==> config.mk <==
export PLATFORM = sky130hd
export DESIGN_NAME = sum_decimator
export DESIGN_NICKNAME = d
export VERILOG_FILES = /design/src/rtl/sum_decimator.sv
export SDC_FILE = /design/constraint.sdc
export NUM_CORES = 1
export LEC_CHECK = 0
export ABC_AREA = 1
export CAP_MARGIN = 30
export CORE_MARGIN = 5
export CORE_UTILIZATION = 45
export DETAILED_ROUTE_END_ITERATION = 8
export PLACE_DENSITY = 0.76
export SYNTH_ARGS = -nofsm -noshare
export SYNTH_HDL_FRONTEND = slang
export SYNTH_SLANG_ARGS = --single-unit
==> constraint.sdc <==
create_clock -name clk -period 4.1 [get_ports clk]
set_clock_uncertainty 0.15 [all_clocks]
set_input_delay 1.025 -clock clk [delete_from_list [all_inputs] [get_ports clk]]
set_output_delay 1.025 -clock clk [all_outputs]
set_load 0.05 [all_outputs]
==> src/rtl/sum_decimator.sv <==
// Decimating averager: sums 2^LOG2_N qualified samples and emits their mean through a one-deep valid/ready buffer.
// Optional SUM_DECIMATOR_ROUND_EN selects round-half-up instead of floor.
module sum_decimator #(
    parameter int DIM    = 14,
    parameter int LOG2_N = 2
) (
    input  logic                  clk,
    input  logic                  rst_n,
    input  logic signed [DIM-1:0] in_data,
    input  logic                  in_valid,
    input  logic                  clear,
    output logic signed [DIM-1:0] out_data,
    output logic                  out_valid,
    input  logic                  out_ready,
    output logic                  overrun
);

    localparam int AW = DIM + LOG2_N;
    localparam logic [LOG2_N-1:0] CNT_LAST = '1;

`ifdef SUM_DECIMATOR_ROUND_EN
    localparam logic signed [AW-1:0] RND = AW'(2 ** (LOG2_N - 1));
`else
    localparam logic signed [AW-1:0] RND = '0;
`endif

    typedef enum logic {
        BUF_EMPTY = 1'b0,
        BUF_FULL  = 1'b1
    } buf_state_t;

    // A window sum of N in-range samples plus the bias always fits AW bits,
    // so the shifted result needs only truncation, never saturation.
    function automatic logic signed [DIM-1:0] avg_of(input logic signed [AW-1:0] total);
        logic signed [AW-1:0] biased;
        biased = total + RND;
        return DIM'(biased >>> LOG2_N);
    endfunction

    logic signed [AW-1:0]  r_acc;
    logic [LOG2_N-1:0]     r_cnt;
    buf_state_t            r_state;
    logic signed [DIM-1:0] r_out_data;
    logic                  r_overrun;

    logic signed [AW-1:0]  w_sample_ext;
    logic signed [AW-1:0]  w_total;
    logic signed [DIM-1:0] w_result;
    logic                  w_accept;
    logic                  w_done;

    assign w_sample_ext = {{LOG2_N{in_data[DIM-1]}}, in_data};
    assign w_total      = r_acc + w_sample_ext;
    assign w_result     = avg_of(w_total);
    assign w_accept     = in_valid & ~clear;
    assign w_done       = w_accept & (r_cnt == CNT_LAST);

    assign out_data  = r_out_data;
    assign out_valid = (r_state == BUF_FULL);
    assign overrun   = r_overrun;

    always_ff @(posedge clk) begin
        if (!rst_n) begin
            r_acc      <= '0;
            r_cnt      <= '0;
            r_state    <= BUF_EMPTY;
            r_out_data <= '0;
            r_overrun  <= 1'b0;
        end else begin
            // Window accumulation; clear beats a same-cycle sample.
            if (clear || w_done) begin
                r_acc <= '0;
                r_cnt <= '0;
            end else if (in_valid) begin
                r_acc <= w_total;
                r_cnt <= r_cnt + LOG2_N'(1);
            end

            if (clear) begin
                r_overrun <= 1'b0;
            end else if (w_done && (r_state == BUF_FULL) && !out_ready) begin
                r_overrun <= 1'b1;
            end

            // Output buffer: a completion refills it, otherwise a handshake drains it.
            case (r_state)
                BUF_EMPTY: begin
                    if (w_done) begin
                        r_out_data <= w_result;
                        r_state    <= BUF_FULL;
                    end
                end
                BUF_FULL: begin
                    if (w_done) begin
                        if (out_ready) begin
                            r_out_data <= w_result;
                        end
                    end else if (out_ready) begin
                        r_state <= BUF_EMPTY;
                    end
                end
                default: r_state <= BUF_EMPTY;
            endcase
        end
    end

endmodule

==> results.json, run 1 <==
{
  "r2r_end": "out_data[8]",
  "synth_ff_type": "dfxtp_1",
  "r2r_start": "r_acc[0]",
  "seqCellArea_um2": 681,
  "wl_per_cell_um": 11.0,
  "multiInputGateArea_um2": 1290,
  "hold_end": "r_acc[0]",
  "gr-total-overflow": 0,
  "clk_root_buffer_cell": "clkbuf_8",
  "finalCritPeriodShare_pct": 68.0,
  "startpoint_type": "primary input",
  "clk_latency_ns": 0.29,
  "antenna_cells": 0,
  "grt_first_pass_wirelength_mm": 8.98,
  "syn_area_um2": 2290,
  "synth-seq-cells": 34,
  "drive_gt1_share_pct": 6.78,
  "hpwlAfterDp_mm": 3.98,
  "routed_wl_mm": 5.14,
  "drtAntennaViolNets": 0,
  "fill_cells": 521,
  "ys_async_sr_fraction_pct": 0,
  "grt_setup_unrepaired": "false",
  "rows": 26,
  "synth_top_area_share_pct": 29.7,
  "path_max_fanout": 3,
  "crit_top_cell": "nand2_1",
  "cap_violations": 0,
  "holdCritStartpoint": "r_acc[0]",
  "whs_path_depth": 2,
  "syn_to_final_growth_pct": 20.7,
  "hold_slack_ns": 0.319,
  "path_cells": "clkdlybuf4s50_1 -> ha_1 -> fa_1 -> nand2_1 -> nand2_1 -> nand3b_1 -> nand2_1 -> nand2_1 -> nand2_1 -> nand2_1 -> nand3_1 -> nand2_1 -> inv_1",
  "yosys_warnings": 0,
  "post-route-drc-count": 0,
  "power_leakage_nw": 1.51,
  "maxSlewViolCount": 0,
  "cts.path.max_buffers": 2,
  "initial_core_util_pct": 45.5,
  "die_w_um": 81.4,
  "ys_seq_area_share_pct": 29.7,
  "path_class": "in -> reg",
  "h-tree-depth": 2,
  "crit_path_end_kind": "flop",
  "status": "complete, no violations",
  "hold_buffers": 0,
  "synth_top_area_cell": "dfxtp_1",
  "coreArea_um2": 5040,
  "post-cts-setup-buffers": 0,
  "die_y_um": 81.4,
  "cts.clk_slew.worst_paths_ns": 0.07,
  "crit_family": "simple AND/OR/NAND/NOR gates",
  "setup_viol": 0,
  "period_needed_ns": 2.79,
  "numCtsBuffers": 5,
  "nets": 433,
  "cp.required_ns": 4.15,
  "slowest_delay_ns": 0.40,
  "pin_count": 35,
  "drt_iter0_drc": 106,
  "synth_cell_types": 28,
  "netlist_instances": 363,
  "first_global_vias": 2148,
  "hold_viol": 0,
  "syn_nets": 399,
  "ctsResizeCount": 0,
  "fmax_mhz": 358,
  "ys_top_cells_by_area": "dfxtp_1 (30%), nand2_1 (16%), inv_1 (11%)",
  "vias": 2214,
  "antenna_found_initial": 0,
  "synth_most_common_cell": "nand2_1",
  "hold_path.class": "reg -> reg",
  "p_per_area_nw_per_um2": 277,
  "slowest_stage": "clkdlybuf4s50_1",
  "drt-pass1-iter-count": 4,
  "tns_ns": 0,
  "r2r_cells": 12,
  "grt_max_degree": 33,
  "io_buffers": 34,
  "dieArea_um2": 6630,
  "cp.buffers_inverters": 2,
  "cts.sinks": 34,
  "worst_pin_slew_ns": 0.664,
  "r2r_slack_ns": 2.16,
  "synth_edf_count": 0,
  "gp_congestion": 0.874,
  "vias_per_cell": 4.73,
  "cts_tree": "built",
  "ir_worst_vdd_uv": 144,
  "cp.arrival_ns": 2.84,
  "yosys-top-cells-count": "nand2_1 (99), inv_1 (65), nor2_1 (55)",
  "slew_headroom_pct": 55.6,
  "syn_area_per_cell_um2": 6.32,
  "track_usage_pct": 17.5
}
## sequential cells by signal (all words and copies together) (netlist names)
name / cells
out_data: 14
out_valid: 1
overrun: 1
r_acc: 16
r_cnt: 2
## metal layers
| layer | GRT usage, % | wire, um | up-vias |
|---|---|---|---|
| met5 | 0 | 0 | - |
| met4 | 8.28 | 147 | 0 |
| met3 | 4.28 | 246 | 14 |
| met2 | 30.5 | 2400 | 43 |
| met1 | 20.0 | 2340 | 983 |
| li1 | - | - | 1174 |
## where the power goes
| group | total (W) | internal (W) | switching (W) |
|---|---|---|---|
| Sequential | 0.000344 | 0.000338 | 0.00000512 |
| Combinational | 0.000154 | 0.0000628 | 0.0000916 |
| Clock | 0.000268 | 0.000135 | 0.000133 |
## worst max path at each step
stage                     from      endpoint  slack (ns)  cells past startpoint
finish              in_data[0]   out_data[8]        1.31                     13
global route        in_data[0]     r_acc[10]        1.12                     13
CTS                 in_data[0]  out_data[12]        1.32                     13
detailed placement  in_data[0]  out_data[12]        1.00                     13
global placement    in_data[0]  out_data[12]        1.05                     13
floorplan           in_data[0]   out_data[6]        1.59                     11
## placed cells by master (no fill, tap or decap), drive strengths merged
master / instances
dfxtp: 34
o21ai: 6
fa: 1
and2: 1
or2: 2
nand4: 1
nand3: 33
clkdlybuf4s50: 34
xor2: 1
clkbuf: 6
clkinv: 1
nor2: 56
nand2: 102
ha: 16
xnor2: 5
nand3b: 2
clkinvlp: 1
nor3: 3
inv: 72
buf: 1
o211ai: 6
a21oi: 14
## cells by family after synthesis
logic type	Yosys count	synth area share [%]
buf+inv	80	14.2
flops	34	29.7
simple gates	200	37.1
fa+ha+maj	17	9.60
compound gates	26	6.82
xor+xnor	6	2.62
## worst reg2reg max path, stage by stage, from the launching register on
cell and delay [ns]:
dfxtp_1 0.31, ha_1 0.20, fa_1 0.40, nand2_1 0.09
nand2_1 0.07, nand3b_1 0.11, nand2_1 0.11, nand2_1 0.10
nand2_1 0.05, nand2_1 0.07, nand3_1 0.07, nand2_1 0.09
inv_1 0.04
## layout make-up
cell class / count / area share, %
clock buffer: 6 / 2.98
clock inverter: 2 / 0.452
inverter: 72 / 9.76
multi-input combinational: 249 / 46.5
sequential: 34 / 24.6
tap: 70 / 3.16
timing repair buffer: 35 / 12.6
## through the flow
stage               utilization, %  cells  area [um^2]  setup WS (ns)  total power [W]
finish                        54.9    468         2770           1.31         0.000766
global route                  54.9    468         2770           1.12         0.000816
CTS                           54.9    468         2770           1.32         0.000776
detailed placement            53.0    460         2670           1.00         0.000505
global placement              53.0    460         2670           1.05         0.000502
floorplan                        -    363         2290           1.59         0.000463
(Power assumes the default switching activity.)
==> run 2: changes to the inputs <==
==> constraint.sdc (replaced) <==
create_clock -name clk -period 2.6 [get_ports clk]
set_clock_uncertainty 0.15 [all_clocks]
set_input_delay 0.65 -clock clk [delete_from_list [all_inputs] [get_ports clk]]
set_output_delay 0.65 -clock clk [all_outputs]
set_load 0.05 [all_outputs]
==> run 2 against run 1 <==
  * Highest routed layer unchanged
  * Largest cell class unchanged
  * Setup slack worse by 1.1 ns
  * Sequential cell count stayed put
  * Die area stayed put
  * Utilization is 1.1 points higher
  * Routed wire length is 1.8% higher
  * Final cell count is 1.3% higher
  * Worst hold slack hardly changed
  * Critical path depth stayed put
  * Register-to-register slack worse by 1.5 ns
  * Design area is 1.9% higher
==> results.json, run 2 (synthesis gave the netlist of run 1 again) <==
{
  "post-route-drc-count": 0,
  "syn_to_final_growth_pct": 23.0,
  "post-cts-setup-buffers": 0,
  "die_w_um": 81.4,
  "drtAntennaViolNets": 0,
  "routed_wl_mm": 5.23,
  "hold_path.class": "reg -> reg",
  "ctsResizeCount": 0,
  "status": "complete, no violations",
  "pin_count": 35,
  "gp_congestion": 0.873,
  "cts.clk_slew.worst_paths_ns": 0.07,
  "cp.arrival_ns": 2.43,
  "p_per_area_nw_per_um2": 429,
  "dieArea_um2": 6630,
  "vias": 2200,
  "slew_headroom_pct": 66.7,
  "largest-register": "r_acc",
  "cts_tree": "built",
  "coreArea_um2": 5040,
  "cp.required_ns": 2.65,
  "crit_path_end_kind": "flop",
  "rows": 26,
  "fin_ws_ns": 0.227,
  "r2r_start": "r_acc[0]",
  "cts.path.max_buffers": 2,
  "antenna_found_initial": 0,
  "die_y_um": 81.4,
  "cts.sinks": 34,
  "maxSlewViolCount": 0,
  "final_cell_mix": "nand2_1 (99), inv_1 (65), nor2_1 (55)",
  "grt_first_pass_wirelength_mm": 8.97,
  "setup_viol": 0,
  "holdCritStartpoint": "r_acc[0]",
  "startpoint_type": "primary input",
  "antenna_cells": 0,
  "hpwlAfterDp_mm": 4.00,
  "cap_violations": 0,
  "finalCritPeriodShare_pct": 91.3,
  "fmax_mhz": 421,
  "track_usage_pct": 17.8,
  "h-tree-depth": 2,
  "setup.worst_path.start": "in_data[0]",
  "hold_buffers": 0,
  "hold_viol": 0,
  "drive_gt1_share_pct": 7.92,
  "fin_util_pct": 56.0,
  "drt_iter0_drc": 85,
  "post-place-ws_ns": -0.0827,
  "clk_root_buffer_cell": "clkbuf_8",
  "vias_per_cell": 4.64,
  "wl_per_cell_um": 11.0,
  "clk_latency_ns": 0.30,
  "drt-pass1-iter-count": 4,
  "numCtsBuffers": 5,
  "power_leakage_nw": 1.55,
  "ir_worst_vdd_uv": 316,
  "nets": 439,
  "r2r_cells": 12,
  "first_global_vias": 2111,
  "grt_max_degree": 33,
  "initial_core_util_pct": 45.5,
  "largest_reg_flops": 16,
  "gr-total-overflow": 0,
  "period_needed_ns": 2.37,
  "tns_ns": 0,
  "whs_path_depth": 2,
  "final_common_cell": "nand2_1",
  "path_class": "in -> reg",
  "grt_setup_unrepaired": "false",
  "worst_pin_slew_ns": 0.498,
  "io_buffers": 34,
  "path_max_fanout": 3
}
[run 2: changes by cell type in the layout (fill, tap and decap cells not counted)]
cell / previous run / this run
clkinvlp_4: 1 / 0
buf_4: 1 / 6
buf_12: 0 / 1
clkbuf_1: 0 / 1
[run 2: area by class of cell]
type	count	area, um^2
inverters	72	270
fillers	524	2220
clock inverters	1	5.00
well taps	70	87.6
multi-input cells	249	1290
clock buffers	7	86.3
repair buffers	41	405
flip-flops and latches	34	681
[run 2: critical path: stages]
cell and delay, ns:
clkdlybuf4s50_1 0.41, ha_1 0.23, fa_1 0.39, nand2_1 0.08, nand2_1 0.07, nand3b_1 0.10, nand2_1 0.10, nand2_1 0.09
nand2_1 0.06, nand2_1 0.08, nand3_1 0.07, nand2_1 0.06, inv_1 0.04
[run 2: power breakdown]
part | switching (W) | total [W] | internal [W]
Combinational | 0.000146 | 0.000253 | 0.000106
Sequential | 0.00000783 | 0.000542 | 0.000534
Clock | 0.000202 | 0.000415 | 0.000214
[run 2: metrics by stage]
stage                     total power [W]  cell area [um^2]  hold WS (ns)  instances
after floorplan                  0.000729              2290         0.291        363
after global placement           0.000800              2730         0.304        466
after detailed placement         0.000804              2730         0.313        466
after CTS                         0.00122              2820         0.323        474
after global routing              0.00129              2820         0.343        474
final                             0.00121              2820         0.320        474
[run 2: path summary, 6_finish.rpt]
path / to / slack (ns)
max reg2reg: out_data[12] / 0.70
min: r_acc[0] / 0.32
min reg2reg: r_acc[0] / 0.32
max: out_data[12] / 0.23
[run 2: layer usage]
metal  vias to the layer above  global-route usage [%]  share of wire, %
met2                        43                    30.5                47
met1                       961                    20.9                46
li1                       1186                       -                 -
met5                         -                       0                 0
met3                        10                    3.51               4.6
met4                         0                    9.12               2.7
==> run 3: changes to the inputs <==
--- a/config.mk
+++ b/config.mk
@@ -9,6 +9,7 @@
 export CAP_MARGIN = 30
 export CORE_MARGIN = 5
 export CORE_UTILIZATION = 45
+export CTS_CLUSTER_SIZE = 30
 export DETAILED_ROUTE_END_ITERATION = 8
 export PLACE_DENSITY = 0.76
 export SYNTH_ARGS = -nofsm -noshare
==> results of run 3 <==
No change in the layout: final DEF, timing and power equal those of run 2.
